## config.mk

```make
export PLATFORM = sky130hd
export DESIGN_NAME = im_arb
export DESIGN_NICKNAME = d
export VERILOG_FILES = /design/src/rtl/im_arb.sv
export SDC_FILE = /design/constraint.sdc
export NUM_CORES = 1
export LEC_CHECK = 0
export ABC_AREA = 0
export BUFFER_PORTS_ARGS = -buffer_cell sky130_fd_sc_hd__buf_2
export CAP_MARGIN = 25
export CORE_AREA = 2 2 104 106
export CTS_BUF_LIST = sky130_fd_sc_hd__clkbuf_2 sky130_fd_sc_hd__clkbuf_4 sky130_fd_sc_hd__clkbuf_8
export DETAILED_ROUTE_END_ITERATION = 10
export DIE_AREA = 0 0 106 108
export PLACE_DENSITY = 0.6
export SYNTH_ARGS = -nofsm -noshare
export SYNTH_HDL_FRONTEND = slang
export SYNTH_SLANG_ARGS = --single-unit
```

## constraint.sdc

```tcl
create_clock -name clk_i -period 2.8 [get_ports clk_i]
set_input_delay 0.14 -clock clk_i [delete_from_list [all_inputs] [get_ports clk_i]]
set_output_delay 0.14 -clock clk_i [all_outputs]
set_load 0.01 [all_outputs]
```

## src/rtl/im_arb.sv

```systemverilog
// Instruction-memory arbiter between fetch and loader/debug; grants are combinational, responses 1 cycle later.
// No queues: a denied requester holds its request; a starved loader is forced through after STARVE_LIMIT cycles.
`ifndef PC_SIZE
`define PC_SIZE 32
`endif
`ifndef INSTR_SIZE
`define INSTR_SIZE 32
`endif
`ifndef EDGE_OPERATE
`define EDGE_OPERATE posedge
`endif

module im_arb #(
  parameter int MEM_ENTRIES  = 128,
  parameter int STARVE_LIMIT = 4
) (
  input  logic                   clk_i,
  input  logic                   rst_i,
  input  logic                   f_req_i,
  input  logic [`PC_SIZE-1:0]    f_addr_i,
  input  logic                   f_flush_i,
  output logic                   f_gnt_o,
  output logic                   f_valid_o,
  output logic [`INSTR_SIZE-1:0] f_data_o,
  input  logic                   l_req_i,
  input  logic                   l_we_i,
  input  logic                   l_lock_i,
  input  logic [`PC_SIZE-1:0]    l_addr_i,
  input  logic [`INSTR_SIZE-1:0] l_data_i,
  output logic                   l_gnt_o,
  output logic                   l_valid_o,
  output logic [`INSTR_SIZE-1:0] l_data_o,
  output logic                   err_o,
  output logic                   im_enable_o,
  output logic                   im_read_o,
  output logic                   im_write_o,
  output logic [`PC_SIZE-1:0]    im_addr_o,
  output logic [`INSTR_SIZE-1:0] im_data_o,
  input  logic [`INSTR_SIZE-1:0] im_data_i
);

  localparam int AW = `PC_SIZE;
  localparam int SW = (STARVE_LIMIT < 1) ? 1 : $clog2(STARVE_LIMIT + 1);
  localparam logic [AW-1:0] MEM_LIM = AW'(MEM_ENTRIES);
  localparam logic [SW-1:0] SLIM    = SW'(STARVE_LIMIT);

  typedef enum logic {OPEN, LOCKED} state_t;
  typedef enum logic [1:0] {OWN_NONE, OWN_FETCH, OWN_LOAD} owner_t;

  state_t        state, state_nxt;
  owner_t        owner, owner_nxt;
  logic [SW-1:0] starve, starve_nxt;
  logic          err_q, err_nxt;
  logic          wr_q, wr_nxt;
  logic          f_ok, l_ok;

  // Word index compared against the memory depth; low two address bits are byte offsets.
  assign f_ok = ({2'b00, f_addr_i[AW-1:2]} < MEM_LIM);
  assign l_ok = ({2'b00, l_addr_i[AW-1:2]} < MEM_LIM);

  always_comb begin
    f_gnt_o    = 1'b0;
    l_gnt_o    = 1'b0;
    state_nxt  = state;
    starve_nxt = starve;
    if (!rst_i) begin
      if (state == LOCKED)
        l_gnt_o = l_req_i;
      else if (l_req_i && starve == SLIM)
        l_gnt_o = 1'b1;
      else if (f_req_i && !f_flush_i)
        f_gnt_o = 1'b1;
      else if (l_req_i)
        l_gnt_o = 1'b1;
    end

    case (state)
      OPEN:    if (l_gnt_o && l_lock_i) state_nxt = LOCKED;
      LOCKED:  if (!l_lock_i) state_nxt = OPEN;
      default: state_nxt = OPEN;
    endcase

    if (l_gnt_o || !l_req_i)
      starve_nxt = '0;
    else if (starve != SLIM)
      starve_nxt = starve + SW'(1);
  end

  always_comb begin
    im_enable_o = 1'b0;
    im_read_o   = 1'b0;
    im_write_o  = 1'b0;
    im_addr_o   = '0;
    im_data_o   = '0;
    owner_nxt   = OWN_NONE;
    err_nxt     = 1'b0;
    wr_nxt      = 1'b0;
    if (f_gnt_o) begin
      im_enable_o = f_ok;
      im_read_o   = 1'b1;
      im_addr_o   = f_addr_i;
      owner_nxt   = OWN_FETCH;
      err_nxt     = !f_ok;
    end else if (l_gnt_o) begin
      im_enable_o = l_ok;
      im_read_o   = !l_we_i;
      im_write_o  = l_we_i;
      im_addr_o   = l_addr_i;
      im_data_o   = l_data_i;
      owner_nxt   = OWN_LOAD;
      err_nxt     = !l_ok;
      wr_nxt      = l_we_i;
    end
  end

  always_ff @(`EDGE_OPERATE clk_i or posedge rst_i) begin
    if (rst_i) begin
      state  <= OPEN;
      owner  <= OWN_NONE;
      starve <= '0;
      err_q  <= 1'b0;
      wr_q   <= 1'b0;
    end else begin
      state  <= state_nxt;
      owner  <= owner_nxt;
      starve <= starve_nxt;
      err_q  <= err_nxt;
      wr_q   <= wr_nxt;
    end
  end

  // A flush in the response cycle kills the fetch data returning from the previous grant.
  assign f_valid_o = (owner == OWN_FETCH) && !f_flush_i;
  assign l_valid_o = (owner == OWN_LOAD);
  assign f_data_o  = (f_valid_o && !err_q) ? im_data_i : '0;
  assign l_data_o  = (l_valid_o && !err_q && !wr_q) ? im_data_i : '0;
  assign err_o     = err_q && (f_valid_o || l_valid_o);

endmodule

```

# Yosys cells after proc, flatten, opt, wreduce, memory -nomap -nowiden
# Cells that the tools add are included.
# totals
output_inout_bits	136
input_bits	135
regBits	8
wordCells	61
# op_classes
eq_ne	4
n_lt_le_gt_ge	2
reduce_logical	18
addsub	1
muxes	30
n_bitwise	1
# op_table
operator	count
32-bit 2-to-1 mux	6
30-bit by 8-bit < comparator with 1-bit output (second input constant)	2
1-bit 2-to-1 mux	19
1-bit logical AND	8
1-bit logical NOT	7
3-bit 2-to-1 mux	2
2-bit 2-to-1 mux	2
3-bit by 1-bit adder with 3-bit output (second input constant)	1
3-bit == test (second input constant)	1
3-bit inequality test (second input constant)	1
2-bit by 1-bit == test with 1-bit output (second input constant)	1
2-bit == test (second input constant)	1
1-bit logical OR	2
1-bit one-hot mux with 2 select lines	1
2-bit nonzero test	1
1-bit NOT	1

# Longest topological paths before layout
# logic_depth
depth_word	9
mapped_depth	7
mapped_depth_nobuf	6

# Worst setup path before layout
# Ideal clock, no wire load.
# synth_path
kind	reg2out
startpoint	register starve[0]
endpoint	output port im_read_o
stages_incl_launch_ff	8
t_arrival_ns	1.481
setup_slack_ns	1.179
n_path_buf	1
path_cell_list	dfrtp_1 > inv_1 > ha_1 > nand2_2 > a21oi_4 > buf_6 > inv_2 > o21ai_0
# synth_via
elab_chain_len	7
word_cells_on_any_way	10
# synth_lines
element	line	rtl
from (decl)	52	logic [SW-1:0] starve, starve_nxt;
from (signal assigned)	126	starve <= starve_nxt;
3-bit == test *	69	else if (l_req_i && starve == SLIM)
1-bit logical AND *	69	
1-bit 2-to-1 mux	69	
1-bit 2-to-1 mux	67	if (state == LOCKED)
1-bit 2-to-1 mux	66	if (!rst_i) begin
1-bit 2-to-1 mux	104	end else if (l_gnt_o) begin
1-bit 2-to-1 mux *	98	if (f_gnt_o) begin
to (decl)	35	output logic im_read_o,
# Mark *: on every way between the ends. The rest lies on a longest branch, timed or not.

# Final worst setup path
# layout_path
startpoint	register starve[0]
endpoint	output port im_data_o[1]
# layout_via
elab_chain_len	7
word_cells_on_any_way	10
# layout_lines
element	line	rtl
3-bit == test *	69	
1-bit logical AND *	69	
1-bit 2-to-1 mux	69	
1-bit 2-to-1 mux	67	
1-bit 2-to-1 mux	66	
32-bit 2-to-1 mux	104	
32-bit 2-to-1 mux *	98	
to (decl)	38	output logic [`INSTR_SIZE-1:0] im_data_o,
# Marked as above.

==> results.yml <==
routing:
  top_layer_used: "met4"
  wl_met2_um: 4010
  final_antenna_net_count: 0
  drt-initial-drc-count: 120
  first_pass_iters: 4
  drc: 0
  route.met3.wl_um: 800
  viasPerCell: 4.21
  met1_length_um: 2780
  via_count: 2532
  wl_per_cell_um: 13.0
  drt_wl_total_um: 7840
die:
  num_rows: 37
  die_w_um: 106
  start_util_pct: 15.4
  core_area_um2: 10200
  pin_count: 271
  dieHeight_um: 108
  die_area_um2: 11400
power:
  p_leak_nw: 1.90
  p_per_area_nw_per_um2: 196
  power_mw: 0.596
  ir_drop_uv: 108
clock_network:
  insertion_delay_ns: 0.22
  cts_buffer_depth: 2
  cts_setup_buffers: 0
  numCtsBuffers: 3
  clock-sinks: 8
  cts_root_buf: "clkbuf_8"
  htree_levels: 1
  cts.clk_slew.worst_paths_ns: 0.04
  cts_tree: "yes"
  hold_buffers: 1
  cts_resized: 0
finish:
  syn_to_final_growth_pct: 93.6
  drive_above_1_share_pct: 62.3
  n_fill_cell: 1109
  fin_nets: 603
yosys:
  synth-edff-count: 0
  synth_cell_types: 31
  netlist_area_um2: 1570
  synth_warnings: 0
  synth_nets: 341
  synth_largest_area_cell: "and2_1"
  synth_seq_area_share_pct: 12.7
  async_flop_share_pct: 100
  synth.avg_cell_area_um2: 7.70
  synth_ff_type: "dfrtp_1"
  yosysMostFrequentCell: "and2_1"
  synth_area_leaders: "and2_1 39%, a22o_1 14%, dfrtp_1 13%, a22o_2 4.5%, nor4_1 4.0%"
  ys_ff_latch: 8
  syn_inst: 204
  synth_top_area_share_pct: 38.6
  synth_commonest_cells: "97 x and2_1, 26 x a22o_1, 10 x nor4_1"
grt:
  grt_first_pass_wirelength_um: 11200
  grt.overflow.total: 0
  grt_max_degree: 56
  grt_usage_pct: 12.1
  antenna_found_initial: 1
  first_global_vias: 2349
sta:
  final_max_slew_viol_count: 0
  setup_viol: 0
  fin_crit_sh_pct: 80.7
  fin_tns_setup_ns: 0
  finalHoldViolCount: 0
  relSlewSlack_pct: 53.0
  finClkSkew_ns: 0.00221
  max_freq_ghz: 0.442
  period_needed_ns: 2.26
  tightestPinTransition_ns: 0.705
  rsz0062_at_grt: "false"
critical_path:
  start_kind: "flip-flop"
  worst-setup-path-type: "reg -> out"
  crit_arrival_ns: 2.12
  endpoint_kind: "output port"
  cp_max_fo: 55
  worst-r2r-cell-count: 6
  cp.required_ns: 2.66
place:
  dp_hpwl_um: 6780
  port_buffers: 270
  place_congestion: 0.881
run_status:
  status: "complete, no violations"
hold_path:
  min_path_cells: 2
  holdCritPathClass: "in -> reg"
flow_run:
  drv_cap: 0
[logic make-up after synthesis]
logic type / Yosys count / share of synthesized area [%]
simple gates: 128 / 51.4
buf+inv: 21 / 9.71
compound gates: 45 / 24.6
flops: 8 / 12.7
fa+ha+maj: 2 / 1.59
[routing by layer]
metal	up-vias	global-route usage (%)
met1	1104	12.7
met4	0	4.79
met5	-	0
met3	14	2.47
li1	1235	-
met2	179	23.7
[worst paths after layout]
kind,startpoint,endpoint,slack [ns]
setup reg to reg,starve[0],starve[2],0.99
min in group asynchronous,rst_i,starve[2],0.48
hold / removal,l_lock_i,state,0.12
hold reg to reg,state,state,0.54
setup / recovery,starve[0],im_data_o[1],0.54
max in group asynchronous,rst_i,owner[0],2.10
[registers in the layout, indices dropped and copies added (netlist names)]
register and cells:
starve 3, owner 2, err_q 1, state 1
wr_q 1
[area by class of cell]
cell class	count	area, um2	area share, %
Antenna cell	1	2.50	0.0823
Clock buffer	3	41.3	1.36
Inverter	5	20.0	0.658
Multi-Input combinational cell	175	1220	40.1
Sequential cell	8	200	6.58
Tap cell	136	170	5.59
Timing Repair Buffer	273	1390	45.7
[stage by stage]
| step | util, % | worst slack (ns) | area, um2 | hold WS [ns] | instances |
|---|---|---|---|---|---|
| global route | 29.7 | 0.379 | 3040 | 0.135 | 601 |
| global placement | 29.2 | 0.820 | 2990 | 0.150 | 596 |
| CTS | 29.7 | 0.539 | 3040 | 0.123 | 600 |
| floorplan | - | 1.18 | 1570 | -0.0443 | 204 |
| finish | 29.7 | 0.540 | 3040 | 0.124 | 601 |
| detailed placement | 29.2 | 0.786 | 2990 | 0.156 | 596 |
[cell usage in the layout, fill, tap and decap left out, types with 2 or more instances in the layout]
cell	instances
inv_1	3
and2b_1	2
nor4_1	10
a21boi_0	2
clkbuf_8	3
nor3b_2	2
nor2_1	3
o21ai_0	2
o211ai_1	2
buf_2	270
nand4_1	4
dfrtp_1	8
a22o_2	7
nand2_1	4
and2_1	97
nor3_1	3
o21a_1	2
a22o_1	26
ha_1	2
[where the power goes]
part	switching [mW]	leakage, nW	internal, mW
clock network	0.0383	0.0216	0.0925
logic	0.166	1.77	0.171
registers	0.00527	0.107	0.122
total	0.210	1.90	0.386
[critical path, cell delays in order (launching register included)]
cell and delay (ns):
dfrtp_1 0.39, inv_1 0.08, ha_1 0.26, nand2_2 0.13, a21oi_4 0.44, buf_12 0.27, and2_1 0.15, buf_2 0.14
Power figures use the tool's default switching activity.
